**config.mk**
```make
export PLATFORM = sky130hd
export DESIGN_NAME = detfreq
export DESIGN_NICKNAME = d
export VERILOG_FILES = /design/src/rtl/detfreq.sv
export SDC_FILE = /design/constraint.sdc
export NUM_CORES = 1
export LEC_CHECK = 0
export ABC_AREA = 1
export BUFFER_PORTS_ARGS = -buffer_cell sky130_fd_sc_hd__buf_2
export CORE_ASPECT_RATIO = 0.7
export CORE_MARGIN = 1.5
export CORE_UTILIZATION = 40
export CTS_CLUSTER_DIAMETER = 40
export DETAILED_ROUTE_END_ITERATION = 16
export SETUP_SLACK_MARGIN = 0.3
export SLEW_MARGIN = 20
export SYNTH_ARGS = -nofsm -noshare
export SYNTH_HDL_FRONTEND = slang
export SYNTH_SLANG_ARGS = --single-unit
```
**constraint.sdc**
```tcl
create_clock -name clk -period 1.87 [get_ports clk]
set_input_delay 0.187 -clock clk [delete_from_list [all_inputs] [get_ports clk]]
set_output_delay 0.187 -clock clk [all_outputs]
set_load 0.01 [all_outputs]
```
**src/rtl/detfreq.sv**
```systemverilog
// detfreq - tone-presence detector.
//
// Recovers the 8-bit chord from the 8 square-wave note lines. Each line has
// its own synchronizer, period counter and lock state machine. A chord bit is
// set after HITS consecutive in-range periods. It clears on a bad (short)
// period, or when no rising edge arrives within MAX_PER+1 cycles.
//
// Ports
//   clk        system clock, all state on the rising edge
//   rst_n      asynchronous active-low reset
//   freq[7:0]  note lines, asynchronous to clk, bit i = note i
//   chord[7:0] detected chord, bit i high = note i sounding
//   chord_chg  one-cycle pulse in the cycle after any chord bit changes
//
// Per-channel states
//   state     | meaning
//   ----------+--------------------------------------------------------------
//   ST_IDLE   | not armed; the next rising edge only arms the channel
//   ST_ARMED  | armed, counting consecutive legal periods (hit < HITS)
//   ST_LOCKED | HITS legal periods seen, chord bit set
//
// Parameter constraints: MAX_PER < 2^CNT_W-1 and HITS in 1..7.

module detfreq #(
   parameter int CNT_W   = 16,
   parameter int MIN_PER = 16,
   parameter int MAX_PER = 4096,
   parameter int HITS    = 2
) (
   input  logic       clk,
   input  logic       rst_n,
   input  logic [7:0] freq,
   output logic [7:0] chord,
   output logic       chord_chg
);

   typedef enum logic [1:0] {
      ST_IDLE   = 2'd0,
      ST_ARMED  = 2'd1,
      ST_LOCKED = 2'd2
   } ch_state_t;

   localparam logic [CNT_W-1:0] CNT_SAT = '1;
   localparam logic [CNT_W-1:0] CNT_ONE = CNT_W'(1);
   localparam logic [CNT_W-1:0] MIN_C   = CNT_W'(MIN_PER);
   localparam logic [CNT_W-1:0] MAX_C   = CNT_W'(MAX_PER);
   localparam logic [CNT_W-1:0] TMO_C   = CNT_W'(MAX_PER + 1);
   localparam logic [2:0]       HITS_C  = 3'(HITS);

   logic [7:0] chord_nxt;
   logic       chg_q;

   genvar gi;
   generate
      for (gi = 0; gi < 8; gi++) begin : g_ch
         // sync_q[0], sync_q[1]: synchronizer; sync_q[2]: previous synced level
         logic [2:0]       sync_q;
         logic             rise;
         logic             legal;
         logic             timeout;
         logic [CNT_W-1:0] cnt_q;
         logic [CNT_W-1:0] cnt_d;
         logic [2:0]       hit_q;
         logic [2:0]       hit_d;
         ch_state_t        state_q;
         ch_state_t        state_d;

         assign rise    = sync_q[1] & ~sync_q[2];
         // cnt_q holds the period P in the cycle the closing edge is seen
         assign legal   = (cnt_q >= MIN_C) && (cnt_q <= MAX_C);
         assign timeout = (cnt_q == TMO_C);

         assign chord_nxt[gi] = (state_d == ST_LOCKED);

         always_ff @(posedge clk or negedge rst_n) begin
            if (!rst_n) begin
               sync_q  <= '0;
               cnt_q   <= '0;
               hit_q   <= '0;
               state_q <= ST_IDLE;
            end else begin
               sync_q  <= {sync_q[1:0], freq[gi]};
               cnt_q   <= cnt_d;
               hit_q   <= hit_d;
               state_q <= state_d;
            end
         end

         always_comb begin
            state_d = state_q;
            hit_d   = hit_q;
            cnt_d   = (cnt_q == CNT_SAT) ? cnt_q : cnt_q + CNT_ONE;
            // restart at 1 so the count equals the period when the next edge lands
            if (rise) begin
               cnt_d = CNT_ONE;
            end

            case (state_q)
               ST_IDLE: begin
                  if (rise) begin
                     state_d = ST_ARMED;
                     hit_d   = '0;
                  end
               end
               ST_ARMED: begin
                  if (rise) begin
                     if (!legal) begin
                        hit_d = '0;
                     end else if (hit_q + 3'd1 >= HITS_C) begin
                        hit_d   = HITS_C;
                        state_d = ST_LOCKED;
                     end else begin
                        hit_d = hit_q + 3'd1;
                     end
                  end else if (timeout) begin
                     state_d = ST_IDLE;
                     hit_d   = '0;
                  end
               end
               ST_LOCKED: begin
                  // an edge landing on the timeout cycle is a period of
                  // MAX_PER+1, so it is rejected here and the channel re-arms
                  if (rise) begin
                     if (!legal) begin
                        state_d = ST_ARMED;
                        hit_d   = '0;
                     end
                  end else if (timeout) begin
                     state_d = ST_IDLE;
                     hit_d   = '0;
                  end
               end
               default: begin
                  state_d = ST_IDLE;
                  hit_d   = '0;
               end
            endcase
         end
      end
   endgenerate

   // chg_q marks the cycle chord is updated; chord_chg follows one cycle later
   always_ff @(posedge clk or negedge rst_n) begin
      if (!rst_n) begin
         chord     <= '0;
         chg_q     <= 1'b0;
         chord_chg <= 1'b0;
      end else begin
         chord     <= chord_nxt;
         chg_q     <= (chord_nxt != chord);
         chord_chg <= chg_q;
      end
   end

endmodule

```
* Word-level counts from Yosys, hierarchy flattened
Cells that the tools add are included.
Operators by class: muxes and demuxes 144, bitwise gates (word level) 16, order comparisons 24, reductions and logical operators 24, equal/unequal tests 65, $add $sub $neg 16
Operators with widths (number):
- 16-bit two-way mux | 16
- 3-bit two-way mux | 56
- 16-bit by 1-bit adder with 16-bit output (second input constant) | 8
- 16-bit by 13-bit equality test with 1-bit output (second input constant) | 8
- 16-bit equality test (second input constant) | 8
- 16-bit by 5-bit greater-or-equal comparator with 1-bit output (second input constant) | 8
- 16-bit by 13-bit less-or-equal comparator with 1-bit output (second input constant) | 8
- 2-bit two-way mux | 56
- 3-bit case mux with 3 select lines | 8
- 2-bit case mux with 3 select lines | 8
- 2-bit equality test (second input constant) | 16
- 2-bit inequality test (second input constant) | 16
- 3-bit by 1-bit adder with 3-bit output (second input constant) | 8
- 3-bit by 2-bit greater-or-equal comparator with 1-bit output (second input constant) | 8
- 3-bit inequality test (second input constant) | 8
- 2-bit by 1-bit equality test with 1-bit output (second input constant) | 8
- 2-bit zero test | 8
- 2-bit AND reduction | 8
- 1-bit bitwise AND | 8
- 1-bit logical AND | 8
- 8-bit inequality test | 1
- 1-bit inverter | 8
Word-level totals: output and inout port bits 9, register bits after elaboration 202, logic and storage cells 324, input bits 10

* Longest topological paths before layout
Gate-level depths: netlist of run 1.
depth after elaboration 8, mapped depth 18

* Least setup slack after synthesis of run 1
OpenSTA, ideal clock, no wires.
path kind register to register, from register g_ch[5].cnt_q[0], to register g_ch[5].cnt_q[15], slack 0.012 ns, data required time 1.737 ns, arrival time 1.725 ns, setup time 0.133 ns, stages on the path, launching flop included 14, cells stage by stage dfrtp_1 > ha_1 > nand3_1 > nor2_2 > nand3_2 > nor2_2 > nand3_2 > nor2_2 > nor2_1 > nand3_2 > nor2_1 > nand3_2 > nor3_1 > nor3_2
Between the ends: cells in the longest elaborated chain, start to end 3
RTL lines:
- start: declaration | line 61 | logic [CNT_W-1:0] cnt_q;
- start signal: assignment | line 83 | cnt_q <= cnt_d;
- 16-bit by 1-bit adder with 16-bit output | line 92 | cnt_d = (cnt_q == CNT_SAT) ? cnt_q : cnt_q + CNT_ONE;
- 16-bit two-way mux | line 92
- 16-bit two-way mux | line 94 | if (rise) begin
Parallel ways exist; a longest one is shown, timed or not. The select of a mux whose other input is x is not followed. A chain may end at the register's enable or synchronous reset.

* Worst setup path in the final report of run 1
from register g_ch[6].cnt_q[0], to register g_ch[6].cnt_q[0]
Between the ends: cells in the longest elaborated chain, start to end 3
RTL lines (line):
- start: declaration | 61
- start signal: assignment | 83
- 16-bit by 1-bit adder with 16-bit output | 92
- 16-bit two-way mux | 92
- 16-bit two-way mux | 94
Parallel ways exist; a longest one is shown, timed or not. The select of a mux whose other input is x is not followed.

==> impl_metrics.env, run 1 <==
export IMPL_fin_util=0.651
export IMPL_synth_net_count=1691
export IMPL_detail_route_antenna_nets=0
export IMPL_yosysSeqAreaShare=0.415
export IMPL_htreeDepth=1
export IMPL_viasPerCell=4.98
export IMPL_fin_ws_ns=-0.214
export IMPL_fin_hold_ws_ns=0.178
export IMPL_core_um2=30000
export IMPL_relSlewSlack=0.592
export IMPL_drtIter0Drc=769
export IMPL_wirelength_um=35400
export IMPL_ios=19
export IMPL_drive_above_1_share=0.469
export IMPL_grt_setup_unrepaired="true"
export IMPL_synth_compound_area_frac=0.118
export IMPL_dieArea_um2=31500
export IMPL_finalNetCount=2138
export IMPL_worstReg2RegStart="g_ch[6].cnt_q[0]"
export IMPL_dr_total_vias=12400
export IMPL_syn2layout_area_growth_pct=60.1
export IMPL_tightest_slew_ns=0.607
export IMPL_synth_edf_count=0
export IMPL_synth_top_family_by_area="simple AND/OR/NAND/NOR gates"
export IMPL_synth_xor_area_frac=0.00934
export IMPL_grt_pass1_vias=11700
export IMPL_critPathTopFamily="simple AND/OR/NAND/NOR gates"
export IMPL_clk_path_buf_depth=3
export IMPL_ir_drop_v=0.000779
export IMPL_clk_pin_slew_worst_paths_ns=0.06
export IMPL_reg2reg_depth=11
export IMPL_async_flop_share=1.00
export IMPL_cap_viol_max_count=0
export IMPL_cp_required_ns=2.31
export IMPL_hp_class="input pin to asynchronous set/reset pin"
export IMPL_synth_simple_area_share=0.281
export IMPL_grt_max_degree=69
export IMPL_power_leakage_uw=0.00962
export IMPL_gr_total_overflow=0
export IMPL_placedCellCount=2263
export IMPL_r2r_end="g_ch[6].cnt_q[0]"
export IMPL_final_cells=2492
export IMPL_path_cells="ha_2 > nand3_2 > buf_6 > buf_6 > buf_6 > buf_6 > or4_4 > inv_4 > nand3_4 > o21ai_2 > o21ai_1"
export IMPL_synthAdderAreaFrac=0.0739
export IMPL_synth_top_area_frac=0.415
export IMPL_grt_pass1_wl_um=54300
export IMPL_numCtsBuffers=31
export IMPL_status="complete, but fails checks"
export IMPL_fmax_mhz=480
export IMPL_cts_tree="done"
export IMPL_hpwlAfterDp_um=21000
export IMPL_path_class="register to register"
export IMPL_tns_ns=-3.70
export IMPL_yosysTopAreaCell="dfrtp_1"
export IMPL_setup_viol=45
export IMPL_synth_area_mux_share=0
export IMPL_cts_sinks=202
export IMPL_route_detailed_drc=0
export IMPL_diodes=0
export IMPL_initial_core_util=0.407
export IMPL_failed_checks="negative setup slack"
export IMPL_clock_skew_ns=0.00984
export IMPL_port_buffers=18
export IMPL_startpoint_type="register"
export IMPL_finalPower_uw=16900
export IMPL_fp_dieH_um=149
export IMPL_period_share=1.11
export IMPL_slew_viol_final=0
export IMPL_layout_min_cycle_time_ns=2.08
export IMPL_synth_warnings=0
export IMPL_syn_inst=1609
export IMPL_nFillCells=2329
export IMPL_crit_slowest_cell="or4_4"
export IMPL_synth_top_cells_by_area="dfrtp_1, inv_1, nand2_1"
export IMPL_final_hold_viol_count=0
export IMPL_path_common_cell="buf_6"
export IMPL_synth_seq_cells=202
export IMPL_dr_pass1_iters=5
export IMPL_power_per_cell_area_nw_per_um2=866
export IMPL_worstSetupEndpointType="register"
export IMPL_syn_area_per_cell_um2=7.58
export IMPL_yosysUniqueCellTypes=54
export IMPL_rrSetupSlack_ns=-0.21
export IMPL_fp_dieW_um=212
export IMPL_gp_congestion=0.905
export IMPL_cp_arrival_ns=2.53
export IMPL_syn_area_um2=12200
export IMPL_root_buffer="clkbuf_16"
export IMPL_synth_flop_cell="dfrtp_1"
export IMPL_gr_usage_all_layers=0.206
export IMPL_clock_latency_ns=0.57
export IMPL_antenna_found_initial=0
export IMPL_core_rowCount=53
export IMPL_crit_buf_inv=5
export IMPL_cp_slowest_stage_delay_ns=0.43
export IMPL_crit_fanout=5
export IMPL_wl_per_cell_um=14.2
-- synth_stat cells, drive strengths merged (5+ instances only) --
| cell type | instances |
|---|---|
| a211oi | 19 |
| a21oi | 67 |
| a31oi | 12 |
| buf | 7 |
| clkbuf | 14 |
| dfrtp | 202 |
| ha | 72 |
| inv | 303 |
| nand2 | 294 |
| nand3 | 112 |
| nand3b | 5 |
| nand4 | 32 |
| nor2 | 205 |
| nor3 | 62 |
| nor4 | 22 |
| o21a | 5 |
| o21ai | 103 |
| o22ai | 13 |
| or2 | 8 |
| xnor2 | 6 |
| xor2 | 7 |
-- worst max path at each step --
stage,startpoint,cells after the start,slack [ns],endpoint
after detailed placement,g_ch[4].hit_q[0],15,-0.15,chg_q
after global routing,g_ch[2].cnt_q[3],16,-0.30,chg_q
final,g_ch[6].cnt_q[0],11,-0.21,g_ch[6].cnt_q[0]
after CTS,g_ch[7].cnt_q[1],13,-0.09,g_ch[7].cnt_q[15]
after floorplan,g_ch[6].cnt_q[1],12,0.11,g_ch[6].cnt_q[11]
after global placement,g_ch[2].cnt_q[1],17,-0.13,chg_q
-- routing by layer --
metal,GRT usage,up-vias,share of wire
met3,0.0312,71,0.042
met5,0,-,0
met4,0.0504,0,0.024
met2,0.329,226,0.48
met1,0.292,5945,0.46
li1,-,6158,-
-- flip-flops by register name, indices dropped and copies added, names as in the netlist --
signal / count
chord_chg: 1
g_ch.sync_q: 24
chg_q: 1
chord: 8
g_ch.cnt_q: 128
g_ch.state_q: 16
g_ch.hit_q: 24
-- power breakdown --
part	leakage [uW]	switching, uW	internal, uW	total (uW)
Sequential	0.00268	461	4810	5270
Combinational	0.00645	3170	2700	5870
Clock	0.000492	2170	3580	5740
-- cells by family (layout without fill, tap and decap cells) --
logic type      Yosys count  count (layout)
compound gates          245             245
xor+xnor                 13              13
simple gates            749             749
buf+inv                 328             799
fa+ha+maj                72              72
flops                   202             202
-- final cells by class --
cell class	count	area [um^2]	area share
Clock inverter	19	204	0.0105
Multi-Input combinational cell	1079	8060	0.413
Sequential cell	202	5070	0.260
Clock buffer	38	832	0.0426
Tap cell	412	515	0.0264
Timing Repair Buffer	435	3660	0.188
Inverter	307	1170	0.0601
-- cells in the final DEF, fill, tap and decap left out, types with 11 or more instances in the layout --
cell type and instances:
buf_4 311, inv_1 239, nand2_1 206, dfrtp_1 192, nor2_1 113, buf_6 92
nand2_2 60, inv_2 58, nand3_1 57, nor2_2 57, ha_1 57, nand3_2 44
a21oi_1 39, o21ai_1 36, nor2_4 35, o21ai_2 33, nand4_1 32, clkbuf_16 31
o21ai_0 30, nand2_4 27, a21oi_2 27, nor3_2 24, nor3_1 20, nor3_4 18
a211oi_2 17, buf_2 17, ha_4 12, nand3_4 11, nor4_1 11
-- repair_timing --
item                                    in CTS  in global routing
endpoints found under the hold margin       65                  0
hold buffers                                 9                  0
endpoints found under the setup margin     141                176
buffers inserted                            85                 78
pin swaps                                   88                140
gates resized for setup                    343                309
-- stage by stage --
step	setup slack, ns	cell area (um^2)
after floorplan	0.111	12400
after global placement	-0.128	14800
after detailed placement	-0.152	14800
after CTS	-0.0922	17800
after global routing	-0.304	19500
final	-0.214	19500
Power figures use the tool's default switching activity.
==> run 2: changes to the inputs <==
CORE_UTILIZATION = 58   (was 40)
PLACE_DENSITY = 0.77   (was not set)
REMOVE_ABC_BUFFERS = 1   (was not set)
==> impl_metrics.env, run 2 <==
export IMPL_root_buffer="clkbuf_16"
export IMPL_placedCellCount=2113
export IMPL_fp_dieH_um=124
export IMPL_clk_path_buf_depth=3
export IMPL_fp_dieW_um=176
export IMPL_synth_top_area_frac=0.415
export IMPL_synth_flop_cell="dfrtp_1"
export IMPL_grt_max_degree=54
export IMPL_crit_endpoint="chg_q$_DFF_PN0_/D"
export IMPL_hpwlAfterDp_um=20800
export IMPL_yosysTopAreaCell="dfrtp_1"
export IMPL_numCtsBuffers=29
export IMPL_place_area_um2=14300
export IMPL_synth_seq_cells=202
export IMPL_synth_edf_count=0
export IMPL_syn_area_per_cell_um2=7.58
export IMPL_gr_total_overflow=661
export IMPL_initial_core_util=0.590
export IMPL_htreeDepth=1
export IMPL_syn_inst=1609
export IMPL_synth_top_cells_by_area="dfrtp_1, inv_1, nand2_1"
export IMPL_yosysSeqAreaShare=0.415
export IMPL_syn_area_um2=12200
export IMPL_gp_congestion=0.917
export IMPL_stop_stage="global routing"
export IMPL_ios=19
export IMPL_gr_usage_all_layers=0.913
export IMPL_async_flop_share=1.00
export IMPL_core_rowCount=44
export IMPL_port_buffers=18
export IMPL_cts_sinks=202
export IMPL_status="stopped before the end"
export IMPL_yosysMostFrequentCell="inv_1"
export IMPL_endpoint_type="register input"
export IMPL_synth_warnings=0
export IMPL_error_line="[ERROR GRT-0232] Routing congestion too high. Check the congestion heatmap in the GUI."
export IMPL_yosys_top_cells_count="inv_1, nand2_1, dfrtp_1, nor2_1, nand3_1"
export IMPL_yosysUniqueCellTypes=54
-- run 2: cell counts after synthesis --
Identical to the previous run, type by type.
-- run 2: what timing repair did --
action	4_1_cts
buffers inserted	86
pin swaps	99
gates resized for setup	400
endpoints found under the setup margin	142
hold buffers	9
endpoints found under the hold margin	210
-- run 2: logic make-up after synthesis --
logic type,count (synthesis),share of synthesized area
AND/OR/NAND/NOR,749,0.281
adder cells (fa/ha/maj),72,0.0739
buffers and inverters,328,0.103
flip-flops,202,0.415
XOR/XNOR,13,0.00934
AO/OA/AOI/OAI,245,0.118
-- run 2: per-stage QoR --
step | setup TNS, ns | setup WS (ns)
after CTS | -0.804 | -0.108
after detailed placement | -1.73 | -0.170
after global placement | -0.463 | -0.108
after floorplan | -0.133 | -0.133
-- run 2: metal layers --
layer / overflow / track usage
met1: 7 / 0.893
met2: 416 / 1.07
met3: 9 / 0.764
met4: 224 / 0.991
met5: 5 / 0.389
==> run 3: changes to the inputs <==
CORE_ASPECT_RATIO = not set   (was 0.7)
CORE_UTILIZATION = 40   (was 58)
CTS_CLUSTER_DIAMETER = not set   (was 40)
PLACE_DENSITY = not set   (was 0.77)
PLACE_DENSITY_LB_ADDON = 0.15   (was not set)
SETUP_SLACK_MARGIN = not set   (was 0.3)
clock period = 2.4 ns   (was 1.87 ns; I/O delays follow)
==> impl_metrics.env, run 3 (synthesis gave the netlist of run 1 again) <==
export IMPL_status="finished, final reports clean"
export IMPL_setup_viol=0
export IMPL_core_rowCount=63
export IMPL_fp_dieH_um=178
export IMPL_power_per_cell_area_nw_per_um2=746
export IMPL_fp_dieW_um=178
export IMPL_gr_total_overflow=0
export IMPL_crit_slowest_cell="dfrtp_1"
export IMPL_clk_path_buf_depth=3
export IMPL_worstSetupEndpointType="register"
export IMPL_root_buffer="clkbuf_16"
export IMPL_place_ws_ns=0.119
export IMPL_drtIter0Drc=610
export IMPL_antenna_found_initial=0
export IMPL_htreeDepth=1
export IMPL_dieArea_um2=31500
export IMPL_port_buffers=18
export IMPL_grt_pass1_wl_um=44700
export IMPL_slew_viol_final=0
export IMPL_syn2layout_area_growth_pct=13.5
export IMPL_hpwlAfterDp_um=18400
export IMPL_cp_slowest_stage_delay_ns=0.42
export IMPL_fmax_mhz=463
export IMPL_fin_area_um2=13800
export IMPL_gr_usage_all_layers=0.168
export IMPL_fin_ws_ns=0.241
export IMPL_cap_viol_max_count=0
export IMPL_path_cells="inv_1 > ha_1 > nor3b_1 > nand3_1 > nand2_1 > nand4_1 > nand2_1 > nand2_1 > nand2_1 > nand3_1 > nand2_1 > nand3_1 > nor2_4 > nand2_1"
export IMPL_tns_ns=0
export IMPL_relSlewSlack=0.608
export IMPL_layout_min_cycle_time_ns=2.16
export IMPL_ir_drop_v=0.000616
export IMPL_diodes=0
export IMPL_cp_arrival_ns=2.58
export IMPL_gp_congestion=0.862
export IMPL_finalPower_uw=10300
export IMPL_cp_required_ns=2.82
export IMPL_startpoint_type="register"
export IMPL_cts_sinks=202
export IMPL_period_share=0.900
export IMPL_largest_register_ff_count=128
export IMPL_clock_latency_ns=0.54
export IMPL_final_hold_viol_count=0
export IMPL_power_leakage_uw=0.00680
export IMPL_critPathTopFamily="simple AND/OR/NAND/NOR gates"
export IMPL_grt_max_degree=63
export IMPL_core_um2=29800
export IMPL_numCtsBuffers=25
export IMPL_finalNetCount=1745
export IMPL_largestRegisters="g_ch.cnt_q (128), g_ch.hit_q (24), g_ch.sync_q (24)"
export IMPL_path_class="register to register"
export IMPL_wl_per_cell_um=12.1
export IMPL_fin_hold_ws_ns=0.239
export IMPL_initial_core_util=0.409
export IMPL_ios=19
export IMPL_drive_above_1_share=0.0886
export IMPL_clk_pin_slew_worst_paths_ns=0.06
export IMPL_grt_pass1_vias=9888
export IMPL_grt_setup_unrepaired="false"
export IMPL_cts_tree="done"
export IMPL_route_detailed_drc=0
export IMPL_dr_total_vias=10200
export IMPL_detail_route_antenna_nets=0
export IMPL_dr_pass1_iters=6
export IMPL_hp_class="input pin to asynchronous set/reset pin"
export IMPL_final_common_cell="inv_1"
export IMPL_wirelength_um=25100
export IMPL_viasPerCell=4.93
export IMPL_crit_buf_inv=1
export IMPL_crit_fanout=4
export IMPL_tightest_slew_ns=0.583
export IMPL_top_register="g_ch.cnt_q"
export IMPL_final_cell_mix="inv_1, nand2_1, dfrtp_1"
export IMPL_path_common_cell="nand2_1"
export IMPL_clock_skew_ns=0.0127
export IMPL_place_area_um2=12900
## run 3: report_power, final
group / leakage [uW] / internal, uW / total [uW] / switching [uW]
Sequential: 0.00270 / 3730 / 4070 / 339
Combinational: 0.00366 / 817 / 2280 / 1470
Clock: 0.000434 / 2470 / 3970 / 1500
## run 3: stage by stage
stage / instances / util
2_1_floorplan: 1588 / -
3_3_place_gp: 2017 / 0.432
6_report: 2071 / 0.464
3_5_place_dp: 2017 / 0.432
4_1_cts: 2071 / 0.464
5_1_grt: 2071 / 0.464
## run 3: what timing repair did
action / 4_1_cts / 5_1_grt
setup endpoints to repair: 0 / 2
hold endpoints to repair: 66 / 0
hold buffers: 9 / 0
resized for setup: 0 / 4
buffers inserted: 0 / 0
## run 3: final cells by class
| cell class | count | area, um^2 |
|---|---|---|
| sequential | 202 | 5050 |
| clock buffer | 32 | 692 |
| timing repair buffer | 48 | 373 |
| fill | 3008 | 16000 |
| clock inverter | 13 | 183 |
| multi-input combinational | 1079 | 5900 |
| inverter | 307 | 1150 |
| tap | 390 | 488 |
## run 3: final timing paths
check,from,endpoint,slack (ns),cells after the start
worst max-delay path,g_ch[7].cnt_q[0],chg_q,0.24,14
worst min-delay path,rst_n,g_ch[3].cnt_q[8],0.24,2
worst max register to register,g_ch[7].cnt_q[0],chg_q,0.24,14
worst min register to register,g_ch[3].sync_q[0],g_ch[3].sync_q[1],0.35,0
max in group asynchronous,rst_n,g_ch[6].sync_q[0],1.43,3
min in group clk,freq[4],g_ch[4].sync_q[0],0.34,2
## run 3: worst register-to-register path: stages, from the launching register on
cell and delay [ns]:
dfrtp_1 0.42, inv_1 0.13, ha_1 0.15, nor3b_1 0.19, nand3_1 0.12, nand2_1 0.13, nand4_1 0.13, nand2_1 0.08
nand2_1 0.06, nand2_1 0.10, nand3_1 0.10, nand2_1 0.07, nand3_1 0.12, nor2_4 0.19, nand2_1 0.06
## run 3: layer usage
layer / global-route usage / share of wire / vias to the layer above
li1: - / - / 5336
met1: 0.232 / 0.51 / 4703
met2: 0.276 / 0.44 / 130
met3: 0.0208 / 0.029 / 46
met4: 0.0469 / 0.024 / 0
met5: 0 / 0 / -
==> run 4: changes to the inputs <==
REMOVE_ABC_BUFFERS = not set   (was 1)
clock period = 2.7 ns   (was 2.4 ns; I/O delays follow)
==> impl_metrics.env, run 4 (synthesis gave the netlist of run 1 again) <==
export IMPL_grt_max_degree=82
export IMPL_antenna_found_initial=0
export IMPL_dr_total_vias=10100
export IMPL_gr_usage_all_layers=0.166
export IMPL_fin_area_um2=13700
export IMPL_fmax_mhz=459
export IMPL_path_class="register to register"
export IMPL_tightest_slew_ns=0.682
export IMPL_viasPerCell=4.91
export IMPL_crit_slowest_cell="dfrtp_1"
export IMPL_tns_ns=0
export IMPL_critPathTopFamily="simple AND/OR/NAND/NOR gates"
export IMPL_worstSetupEndpointType="register"
export IMPL_gr_total_overflow=0
export IMPL_final_cell_mix="inv_1, nand2_1, dfrtp_1"
export IMPL_grt_pass1_wl_um=44500
export IMPL_core_rowCount=63
export IMPL_period_share=0.807
export IMPL_grt_setup_unrepaired="false"
export IMPL_startpoint_type="register"
export IMPL_grt_pass1_vias=9796
export IMPL_slew_viol_final=0
export IMPL_clock_skew_ns=0.0211
export IMPL_clk_pin_slew_worst_paths_ns=0.06
export IMPL_path_common_cell="nand2_1"
export IMPL_power_leakage_uw=0.00672
export IMPL_dieArea_um2=31500
export IMPL_fin_util=0.459
export IMPL_htreeDepth=1
export IMPL_dr_pass1_iters=5
export IMPL_crit_buf_inv=1
export IMPL_clk_path_buf_depth=3
export IMPL_port_buffers=18
export IMPL_layout_min_cycle_time_ns=2.18
export IMPL_drive_above_1_share=0.0819
export IMPL_worstReg2RegStart="g_ch[2].cnt_q[0]"
export IMPL_nFillCells=2939
export IMPL_cp_arrival_ns=2.59
export IMPL_largestRegisters="g_ch.cnt_q (128), g_ch.hit_q (24), g_ch.sync_q (24)"
export IMPL_initial_core_util=0.409
export IMPL_fp_dieH_um=178
export IMPL_cp_required_ns=3.11
export IMPL_numCtsBuffers=25
export IMPL_diodes=0
export IMPL_cts_sinks=202
export IMPL_largest_register_ff_count=128
export IMPL_wl_per_cell_um=12.1
export IMPL_setup_viol=0
export IMPL_wirelength_um=25000
export IMPL_crit_fanout=4
export IMPL_cts_resized=0
export IMPL_status="finished, final reports clean"
export IMPL_syn2layout_area_growth_pct=12.1
export IMPL_core_um2=29800
export IMPL_power_per_cell_area_nw_per_um2=643
export IMPL_relSlewSlack=0.545
export IMPL_cts_tree="done"
export IMPL_final_common_cell="inv_1"
export IMPL_hp_class="input pin to asynchronous set/reset pin"
export IMPL_regArea_um2=5050
export IMPL_ios=19
export IMPL_drtIter0Drc=541
export IMPL_hpwlAfterDp_um=18100
export IMPL_ir_drop_v=0.000408
export IMPL_final_hold_viol_count=0
export IMPL_clock_latency_ns=0.53
export IMPL_finalNetCount=1738
export IMPL_path_cells="ha_1 > nand2_1 > inv_1 > nand2_1 > nor3_2 > nand2_1 > nand2_1 > nor2_1 > nand3_1 > nor2_1 > nand4_1 > o21ai_1 > a21oi_1"
export IMPL_finalPower_uw=8790
export IMPL_place_area_um2=12800
export IMPL_multi_input_area_um2=5880
export IMPL_cap_viol_max_count=0
export IMPL_startpoint="g_ch[2].cnt_q[0]"
export IMPL_fp_dieW_um=178
export IMPL_root_buffer="clkbuf_16"
export IMPL_gp_congestion=0.835
export IMPL_cp_slowest_stage_delay_ns=0.40
export IMPL_top_register="g_ch.cnt_q"
export IMPL_detail_route_antenna_nets=0
export IMPL_route_detailed_drc=0
run 4: changes by cell type in the layout (fill, tap and decap cells not counted), sizes merged:
| cell | delta |
|---|---|
| clkbuf | +3 |
| clkinv | +1 |
| clkinvlp | -1 |
| bufinv | -4 |
| buf | -7 |
run 4: stage by stage:
step	instances	hold WS, ns	setup slack, ns
final	2063	0.308	0.520
after global routing	2063	0.357	0.233
after CTS	2063	0.350	0.500
after detailed placement	2010	0.318	0.518
after global placement	2010	0.305	0.611
after floorplan	1609	-0.0256	0.842
run 4: worst register-to-register path: cells and delay by family (launching register included):
family | cells | cell delay, ns
fa+ha+maj | 1 | 0.23
compound gates | 2 | 0.22
simple gates | 9 | 1.17
flops | 1 | 0.40
buf+inv | 1 | 0.06
run 4: per-layer routing:
layer / wire (um) / GRT usage / vias to the layer above
li1: - / - / 5317
met1: 12600 / 0.233 / 4630
met2: 11000 / 0.268 / 135
met3: 843 / 0.0229 / 39
met4: 549 / 0.0441 / 0
met5: 0 / 0 / -
run 4: report_power, final:
| group | total [uW] | internal, uW | switching, uW | leakage, uW |
|---|---|---|---|---|
| sequential | 3630 | 3320 | 308 | 0.00270 |
| clock | 3140 | 1850 | 1280 | 0.000392 |
| combinational | 2020 | 719 | 1300 | 0.00363 |
run 4: final timing paths:
kind | cells after the start | slack, ns | endpoint
max | 13 | 0.52 | g_ch[2].cnt_q[15]
min | 2 | 0.31 | g_ch[6].cnt_q[5]
max reg2reg | 13 | 0.52 | g_ch[2].cnt_q[15]
min reg2reg | 0 | 0.35 | g_ch[3].sync_q[1]
max in group asynchronous | 3 | 1.54 | g_ch[4].sync_q[0]
min in group clk | 0 | 0.35 | g_ch[3].sync_q[1]
run 4: area by class of cell:
class / instances / area share
multi-input cells: 1079 / 0.430
flip-flops and latches: 202 / 0.370
inverters: 307 / 0.0843
clock buffers: 35 / 0.0529
well taps: 390 / 0.0357
repair buffers: 41 / 0.0234
clock inverters: 9 / 0.00357
run 4: timing repair:
item	4_1_cts	5_1_grt
hold buffers	9	0
buffers inserted	0	0
hold endpoints to repair	85	0
